<file path="src/rtl/data_access_unit.sv">
// Load/store stage between the core's ALU/decoder and a word-addressed data memory.
// Checks alignment and range, then runs a valid/ack access with byte lanes and a timeout.
module data_access_unit #(
   parameter logic [31:0] DATA_BASE  = 32'h0000_2000,
   parameter int          DATA_SIZE  = 4096,
   parameter int          ADDR_WIDTH = 10,
   parameter int          TIMEOUT    = 15
) (
   input  logic                  clk,
   input  logic                  rst,
   input  logic                  rd,
   input  logic                  wd,
   input  logic [1:0]            size,
   input  logic [31:0]           addr,
   input  logic [31:0]           data_in,
   output logic [31:0]           data_out,
   output logic                  ready,
   output logic                  busy,
   output logic                  done,
   output logic [1:0]            fault,
   output logic                  mem_req,
   output logic                  mem_we,
   output logic [3:0]            mem_be,
   output logic [ADDR_WIDTH-1:0] mem_addr,
   output logic [31:0]           mem_wdata,
   input  logic                  mem_ack,
   input  logic [31:0]           mem_rdata
);

   localparam logic [32:0] LIMIT      = {1'b0, DATA_BASE} + 33'(DATA_SIZE);
   localparam logic [7:0]  TIMEOUT_M1 = 8'(TIMEOUT - 1);

   localparam logic [1:0] FAULT_NONE    = 2'b00;
   localparam logic [1:0] FAULT_ALIGN   = 2'b01;
   localparam logic [1:0] FAULT_ACCESS  = 2'b10;
   localparam logic [1:0] FAULT_TIMEOUT = 2'b11;

   typedef enum logic [1:0] {
      IDLE   = 2'b00,
      ACCESS = 2'b01,
      DONE   = 2'b10
   } state_t;

   state_t state;
   state_t next_state;

   logic        armed;
   logic [1:0]  lane_q;
   logic [1:0]  size_q;
   logic        write_q;
   logic [7:0]  count;

   logic                  accept;
   logic                  illegal;
   logic                  misaligned;
   logic                  out_of_range;
   logic [1:0]            req_fault;
   logic                  timed_out;
   logic [3:0]            be_calc;
   logic [31:0]           wdata_calc;
   logic [ADDR_WIDTH-1:0] word_offset;
   logic [31:0]           shifted;
   logic [31:0]           load_value;

   // Request decode and checks on the live core inputs, used only at the accept edge.
   always_comb begin
      accept       = armed && (state == IDLE) && (rd || wd);
      illegal      = (rd && wd) || (size == 2'b11);
      misaligned   = ((size == 2'b01) && addr[0]) ||
                     ((size == 2'b10) && (addr[1:0] != 2'b00));
      out_of_range = (addr < DATA_BASE) || ({1'b0, addr} >= LIMIT);
      if (illegal)
         req_fault = FAULT_ACCESS;
      else if (misaligned)
         req_fault = FAULT_ALIGN;
      else if (out_of_range)
         req_fault = FAULT_ACCESS;
      else
         req_fault = FAULT_NONE;
   end

   // Byte lanes, replicated store data and word offset into the window.
   // The word offset subtracts the word parts and borrows from the byte parts,
   // which equals bits [ADDR_WIDTH+1:2] of the full byte-address difference.
   always_comb begin
      be_calc    = 4'b1111;
      wdata_calc = data_in;
      case (size)
         2'b00: begin
            be_calc    = 4'b0001 << addr[1:0];
            wdata_calc = {4{data_in[7:0]}};
         end
         2'b01: begin
            be_calc    = 4'b0011 << addr[1:0];
            wdata_calc = {2{data_in[15:0]}};
         end
         default: begin
            be_calc    = 4'b1111;
            wdata_calc = data_in;
         end
      endcase
      word_offset = addr[ADDR_WIDTH+1:2] - DATA_BASE[ADDR_WIDTH+1:2]
                    - ADDR_WIDTH'(addr[1:0] < DATA_BASE[1:0]);
   end

   // Load data is right-justified from the addressed lane and zero-extended.
   always_comb begin
      shifted   = mem_rdata >> {lane_q, 3'b000};
      timed_out = (count == TIMEOUT_M1);
      case (size_q)
         2'b00:   load_value = {24'h000000, shifted[7:0]};
         2'b01:   load_value = {16'h0000, shifted[15:0]};
         default: load_value = shifted;
      endcase
   end

   always_ff @(posedge clk) begin
      if (!rst)
         state <= IDLE;
      else
         state <= next_state;
   end

   // Faulted requests skip the memory entirely; ack wins over a coincident timeout.
   always_comb begin
      next_state = state;
      case (state)
         IDLE: begin
            if (accept)
               next_state = (req_fault != FAULT_NONE) ? DONE : ACCESS;
         end
         ACCESS: begin
            if (mem_ack || timed_out)
               next_state = DONE;
         end
         DONE:    next_state = IDLE;
         default: next_state = IDLE;
      endcase
   end

   // armed stays low for the first cycle after reset so ready rises one edge late.
   always_ff @(posedge clk) begin
      if (!rst) begin
         armed     <= 1'b0;
         lane_q    <= 2'b00;
         size_q    <= 2'b00;
         write_q   <= 1'b0;
         count     <= 8'd0;
         fault     <= FAULT_NONE;
         data_out  <= 32'h0000_0000;
         mem_be    <= 4'b0000;
         mem_addr  <= '0;
         mem_wdata <= 32'h0000_0000;
      end else begin
         armed <= 1'b1;
         if (accept) begin
            lane_q  <= addr[1:0];
            size_q  <= size;
            write_q <= wd;
            count   <= 8'd0;
            fault   <= req_fault;
            if (req_fault == FAULT_NONE) begin
               mem_be    <= be_calc;
               mem_addr  <= word_offset;
               mem_wdata <= wdata_calc;
            end
         end else if (state == ACCESS) begin
            if (mem_ack) begin
               if (!write_q)
                  data_out <= load_value;
            end else if (timed_out) begin
               fault <= FAULT_TIMEOUT;
            end else begin
               count <= count + 8'd1;
            end
         end
      end
   end

   always_comb begin
      ready   = armed && (state == IDLE);
      busy    = (state == ACCESS);
      done    = (state == DONE);
      mem_req = (state == ACCESS);
      mem_we  = (state == ACCESS) && write_q;
   end

endmodule

</file>
<file path="config.mk">
export PLATFORM = sky130hd
export DESIGN_NAME = data_access_unit
export DESIGN_NICKNAME = d
export VERILOG_FILES = /design/src/rtl/data_access_unit.sv
export SDC_FILE = /design/constraint.sdc
export NUM_CORES = 1
export LEC_CHECK = 0
export CORE_MARGIN = 10
export CORE_UTILIZATION = 39
export DETAILED_ROUTE_END_ITERATION = 10
export GPL_TIMING_DRIVEN = 1
export PLACE_DENSITY = 0.76
export REMOVE_ABC_BUFFERS = 1
export SKIP_CTS_REPAIR_TIMING = 1
export SYNTH_ARGS = -nofsm -noshare
export SYNTH_HDL_FRONTEND = slang
export SYNTH_SLANG_ARGS = --single-unit
</file>
<file path="constraint.sdc">
create_clock -name clk -period 1.9 [get_ports clk]
set_clock_uncertainty 0.15 [all_clocks]
set_input_delay 0.38 -clock clk [delete_from_list [all_inputs] [get_ports clk]]
set_output_delay 0.38 -clock clk [all_outputs]
set_load 0.02 [all_outputs]
</file>
# --- Word level (Yosys, flattened, before mapping) ---
# Cells that the tools add are included.
totals:
  output_inout_bits: 85
  ff_bits: 96
  wordCells: 74
op_classes:
  mux: 15
  order_cmp: 3
  reduce_logical: 25
  add_sub_neg: 2
  bitwise: 5
  n_shift: 3
  n_eq_ne: 10
ops:
  columns: ["cell", "count"]
  rows:
  - ["$pmux 32 s2", 2]
  - ["$ge 32x14->1 const B", 1]
  - ["$lt 32x14->1 const B", 1]
  - ["$shr 32x5->32", 1]
  - ["$mux 2", 10]
  - ["$sub 10x1->10", 1]
  - ["$add 8x1->8 const B", 1]
  - ["$eq 8x4->1 const B", 1]
  - ["$logic_not 2->1", 4]
  - ["$pmux 4 s2", 1]
  - ["$reduce_bool 2->1", 4]
  - ["$eq 2x1->1 const B", 3]
  - ["$eq 2x2->1 const B", 3]
  - ["$logic_and 1x1->1", 6]
  - ["$reduce_and 3->1", 2]
  - ["$logic_or 1x1->1", 5]
  - ["$not 1->1", 5]
  - ["$ne 2x1->1 const B", 2]
  - ["$pmux 2 s2", 1]
  - ["$reduce_and 2->1", 2]
  - ["$reduce_and 4->1", 1]
  - ["$shl 1x2->4 const A", 1]
  - ["$shl 2x2->4 const A", 1]
  - ["$lt 2x1->1 const B", 1]
  - ["3 further kinds", 3]

# --- Logic depth before layout (Yosys ltp) ---
depth:
  word_depth: 9
  ltp_mapped: 8
  mapped_depth_nobuf: 6

# --- Least setup slack after synthesis ---
# OpenSTA, ideal clock, no wires.
synth_timing:
  path_type: "flip-flop to flip-flop"
  startpoint: "register state[0]"
  endpoint: "register mem_wdata[11]"
  required_time_ns: 1.630
  stages_incl_launch_ff: 8
  n_path_buf: 3
  path_slack_ns: -0.296
  t_arrival_ns: 1.927
  synth_period_minus_slack_ns: 2.196
  cell_sequence: "dfxtp_1 -> nor3b_4 -> o21ai_2 -> or4b_1 -> clkbuf_1 -> buf_6 -> buf_6 -> mux2i_1"
synth_via:
  elab_chain_cells: 4
synth_lines:
  columns: ["element", "line", "source"]
  rows:
  - ["start: declaration", "44", "state_t state;"]
  - ["start signal: assignment", "121", "state <= next_state;"]
  - ["$logic_not 2->1", null, null]
  - ["$logic_and 1x1->1", null, null]
  - ["net ready", "17", "output logic ready,"]
  - ["$logic_and 1x1->1", "67", "accept = armed && (state == IDLE) && (rd || wd);"]
  - ["$reduce_and 2->1 (no line)", null, null]
  - ["end signal: assignment", "165", "mem_wdata <= wdata_calc;"]
  - ["end: declaration", "25", "output logic [31:0] mem_wdata,"]
# The timed path passes the listed nets, and every way through them passes these cells.
# A chain may end at the register's enable or synchronous reset.

# --- Worst setup path in the final report ---
layout_timing:
  startpoint: "register state[0]"
  endpoint: "register mem_wdata[19]"
layout_via:
  elab_chain_cells: 4
layout_lines:
  columns: ["element", "line"]
  rows:
  - ["$logic_not 2->1", "67"]
  - ["$logic_and 1x1->1 (2 in series)", "67"]
  - ["$reduce_and 2->1 (no line)", null]
# Every way passes these cells.

==> flow_metrics.env <==
export IMPL_fillCellCount=922
export IMPL_num_rows=39
export IMPL_layout_cells_non_filler=890
export IMPL_rrSetupSlack_ps=-50
export IMPL_vdd_drop_max_mv=0.379
export IMPL_design_area_mm2=0.00744
export IMPL_wl_per_cell_um=17.9
export IMPL_criticalPathCategory="reg2reg"
export IMPL_clock_path_buffers=2
export IMPL_syn_area_mm2=0.00463
export IMPL_timing_final_crit_share_pct=103
export IMPL_cts_sinks=96
export IMPL_final_common_cell="clkdlybuf4s50_1"
export IMPL_cp_num_cells=5
export IMPL_setup_viol=46
export IMPL_maxSlewViolCount=0
export IMPL_yosysWarnings=0
export IMPL_clockRootBuffer="clkbuf_16"
export IMPL_cp_endpoint="mem_wdata[19]$_SDFFE_PN0P_"
export IMPL_dp_hpwl_um=11600
export IMPL_drt_iter0_markers=262
export IMPL_worstMarginPinSlew_ps=797
export IMPL_critPathArrivalTime_ps=2050
export IMPL_hold_viol=0
export IMPL_fin_setup_tns_ps=-1340
export IMPL_vias=4629
export IMPL_rsz0062_at_grt="true"
export IMPL_ios=188
export IMPL_cp_startpoint="state[0]$_SDFFE_PN0P_"
export IMPL_dieWidth_um=129
export IMPL_grt_max_degree=59
export IMPL_synth_edf_count=0
export IMPL_post_route_min_period_ps=1950
export IMPL_cp_num_buf_inv=1
export IMPL_cp_top_family="simple AND/OR/NAND/NOR gates"
export IMPL_reg2regPathDepth=5
export IMPL_grtUsageTotal_pct=17.8
export IMPL_place_gp_congestion=0.872
export IMPL_syn_inst=537
export IMPL_relSlewSlack_pct=46.8
export IMPL_synth_top_area_share_pct=41.5
export IMPL_ant_nets=0
export IMPL_total_power_mw=4.57
export IMPL_clk_pin_slew_worst_paths_ps=70
export IMPL_slowest_delay_ps=670
export IMPL_crit_path_end_kind="flip-flop"
export IMPL_drive_gt1_share_pct=14.4
export IMPL_drc=0
export IMPL_cts_tree="done"
export IMPL_via_per_inst=5.20
export IMPL_h_tree_depth=3
export IMPL_initial_core_util_pct=40.2
export IMPL_r2r_end="mem_wdata[19]$_SDFFE_PN0P_"
export IMPL_drt_pass1_iter_count=4
export IMPL_p_leak_nw=3.45
export IMPL_ys_ff_latch=96
export IMPL_syn2layout_area_growth_pct=60.7
export IMPL_place_inst=866
export IMPL_r2r_start="state[0]$_SDFFE_PN0P_"
export IMPL_syn_avg_cell_area_um2=8.62
export IMPL_die_area_mm2=0.0166
export IMPL_violations="negative setup slack"
export IMPL_grt_pass1_vias=4649
export IMPL_p_per_area_mw_per_mm2=614
export IMPL_yosysSeqAreaShare_pct=41.5
export IMPL_path_cells="nor3b_4 > o21ai_2 > or4b_4 > clkbuf_16 > mux2i_1"
export IMPL_wl_um=15900
export IMPL_final_setup_worst_slack_ps=-54.5
export IMPL_critPathRequiredTime_ps=1990
export IMPL_grt_overflow=0
export IMPL_hold_class="in2reg"
export IMPL_crit_slowest_cell="or4b_4"
export IMPL_port_buffers=187
export IMPL_core_mm2=0.0115
export IMPL_antenna_found_initial=3
export IMPL_numCtsBuffers=9
export IMPL_clock_latency_ps=350
export IMPL_synth_area_leader_cell="dfxtp_1"
export IMPL_grt_pass1_wl_um=23900
export IMPL_cap_violations=0
export IMPL_synth_area_top_cells="dfxtp_1 42%, mux2i_1 15%, nand2_1 10%"
export IMPL_crit_fanout=10
export IMPL_critPathLaunchType="flip-flop"
export IMPL_fmaxAchievable_mhz=512
export IMPL_dp_slack_ps=-616
export IMPL_synthDistinctLibCells=47
export IMPL_place_area_mm2=0.00687
export IMPL_status="finished, violations left"
export IMPL_min_delay_start="wd"
export IMPL_ys_flop_type="dfxtp_1"
export IMPL_mostFrequentLayoutCells="145 x clkdlybuf4s50_1, 127 x nand2_1, 94 x dfxtp_1"
export IMPL_final_nets=845
export IMPL_async_reset_ff_share_pct=0
export IMPL_die_height_um=129
-- power by group --
group          switching [mW]  total, mW  internal [mW]
clock network           0.787       1.94           1.15
logic                   0.261      0.597          0.335
registers              0.0104       2.03           2.02
total                    1.06       4.57           3.51
-- final cells by class --
cell class | instances | area, um^2 | share of cell area (%)
diodes | 2 | 5.00 | 0.0672
clock buffers | 11 | 233 | 3.13
clock inverters | 5 | 81.3 | 1.09
inverters | 6 | 22.5 | 0.303
multi-input cells | 392 | 2550 | 34.3
flip-flops and latches | 96 | 1930 | 25.9
well taps | 143 | 179 | 2.40
repair buffers | 235 | 2440 | 32.8
-- synthesized netlist by cell type (all sizes together), types with 2 or more instances --
cell	number
nand2	127
mux2	24
a22oi	17
xnor2	3
nor4	5
nand4bb	2
clkbuf	33
o2bb2ai	8
nor2b	2
buf	10
inv	6
nor3	10
nand4	4
nor2	39
dfxtp	96
and3	2
ha	2
mux2i	70
o211ai	8
or4	3
nor3b	2
nand3	2
a21oi	26
o21ai	15
a211oi	2
o31ai	3
-- worst reg2reg max path: cells and delay by family, from the launching register on --
family	cells	cell delay, ps
AND/OR/NAND/NOR	2	880
buffers and inverters	1	230
flip-flops	1	370
AO/OA/AOI/OAI	1	90
multiplexers	1	120
-- worst min path at each step --
stage,slack (ps),cells past startpoint,end
final,290,3,write_q$_SDFFE_PN0P_
after floorplan,260,0,armed$_DFF_P_
after global routing,300,2,armed$_DFF_P_
after detailed placement,300,2,data_out[6]$_SDFFE_PN0P_
after global placement,290,2,mem_wdata[1]$_SDFFE_PN0P_
after CTS,280,2,armed$_DFF_P_
-- registers in the layout (all words and copies together), names as in the netlist --
register   cells
mem_addr      10
mem_be         4
data_out      32
state          2
fault          2
write_q        1
armed          1
lane_q         2
size_q         2
mem_wdata     32
count          8
-- routing by layer --
metal,routed length [um],GRT usage (%)
met5,10,0
met4,345,7.36
met3,1820,9.49
met2,7270,28.2
met1,6460,19.6
-- cells by family (layout without fill, tap and decap cells) --
kind of cell	Yosys count	count (layout)	synth area share [%]
mux	94	94	21.0
flops	96	96	41.5
fa+ha+maj	2	2	0.540
xor+xnor	4	4	0.757
compound gates	84	84	11.8
buf+inv	49	257	4.73
simple gates	208	208	19.7
other cells	0	2	0
-- per-stage QoR --
step	util, %	hold slack, ps
after CTS	62.4	284
after floorplan	-	258
after detailed placement	59.7	300
final	64.6	287
after global placement	59.7	293
after global routing	64.6	300
Power figures use the tool's default switching activity.
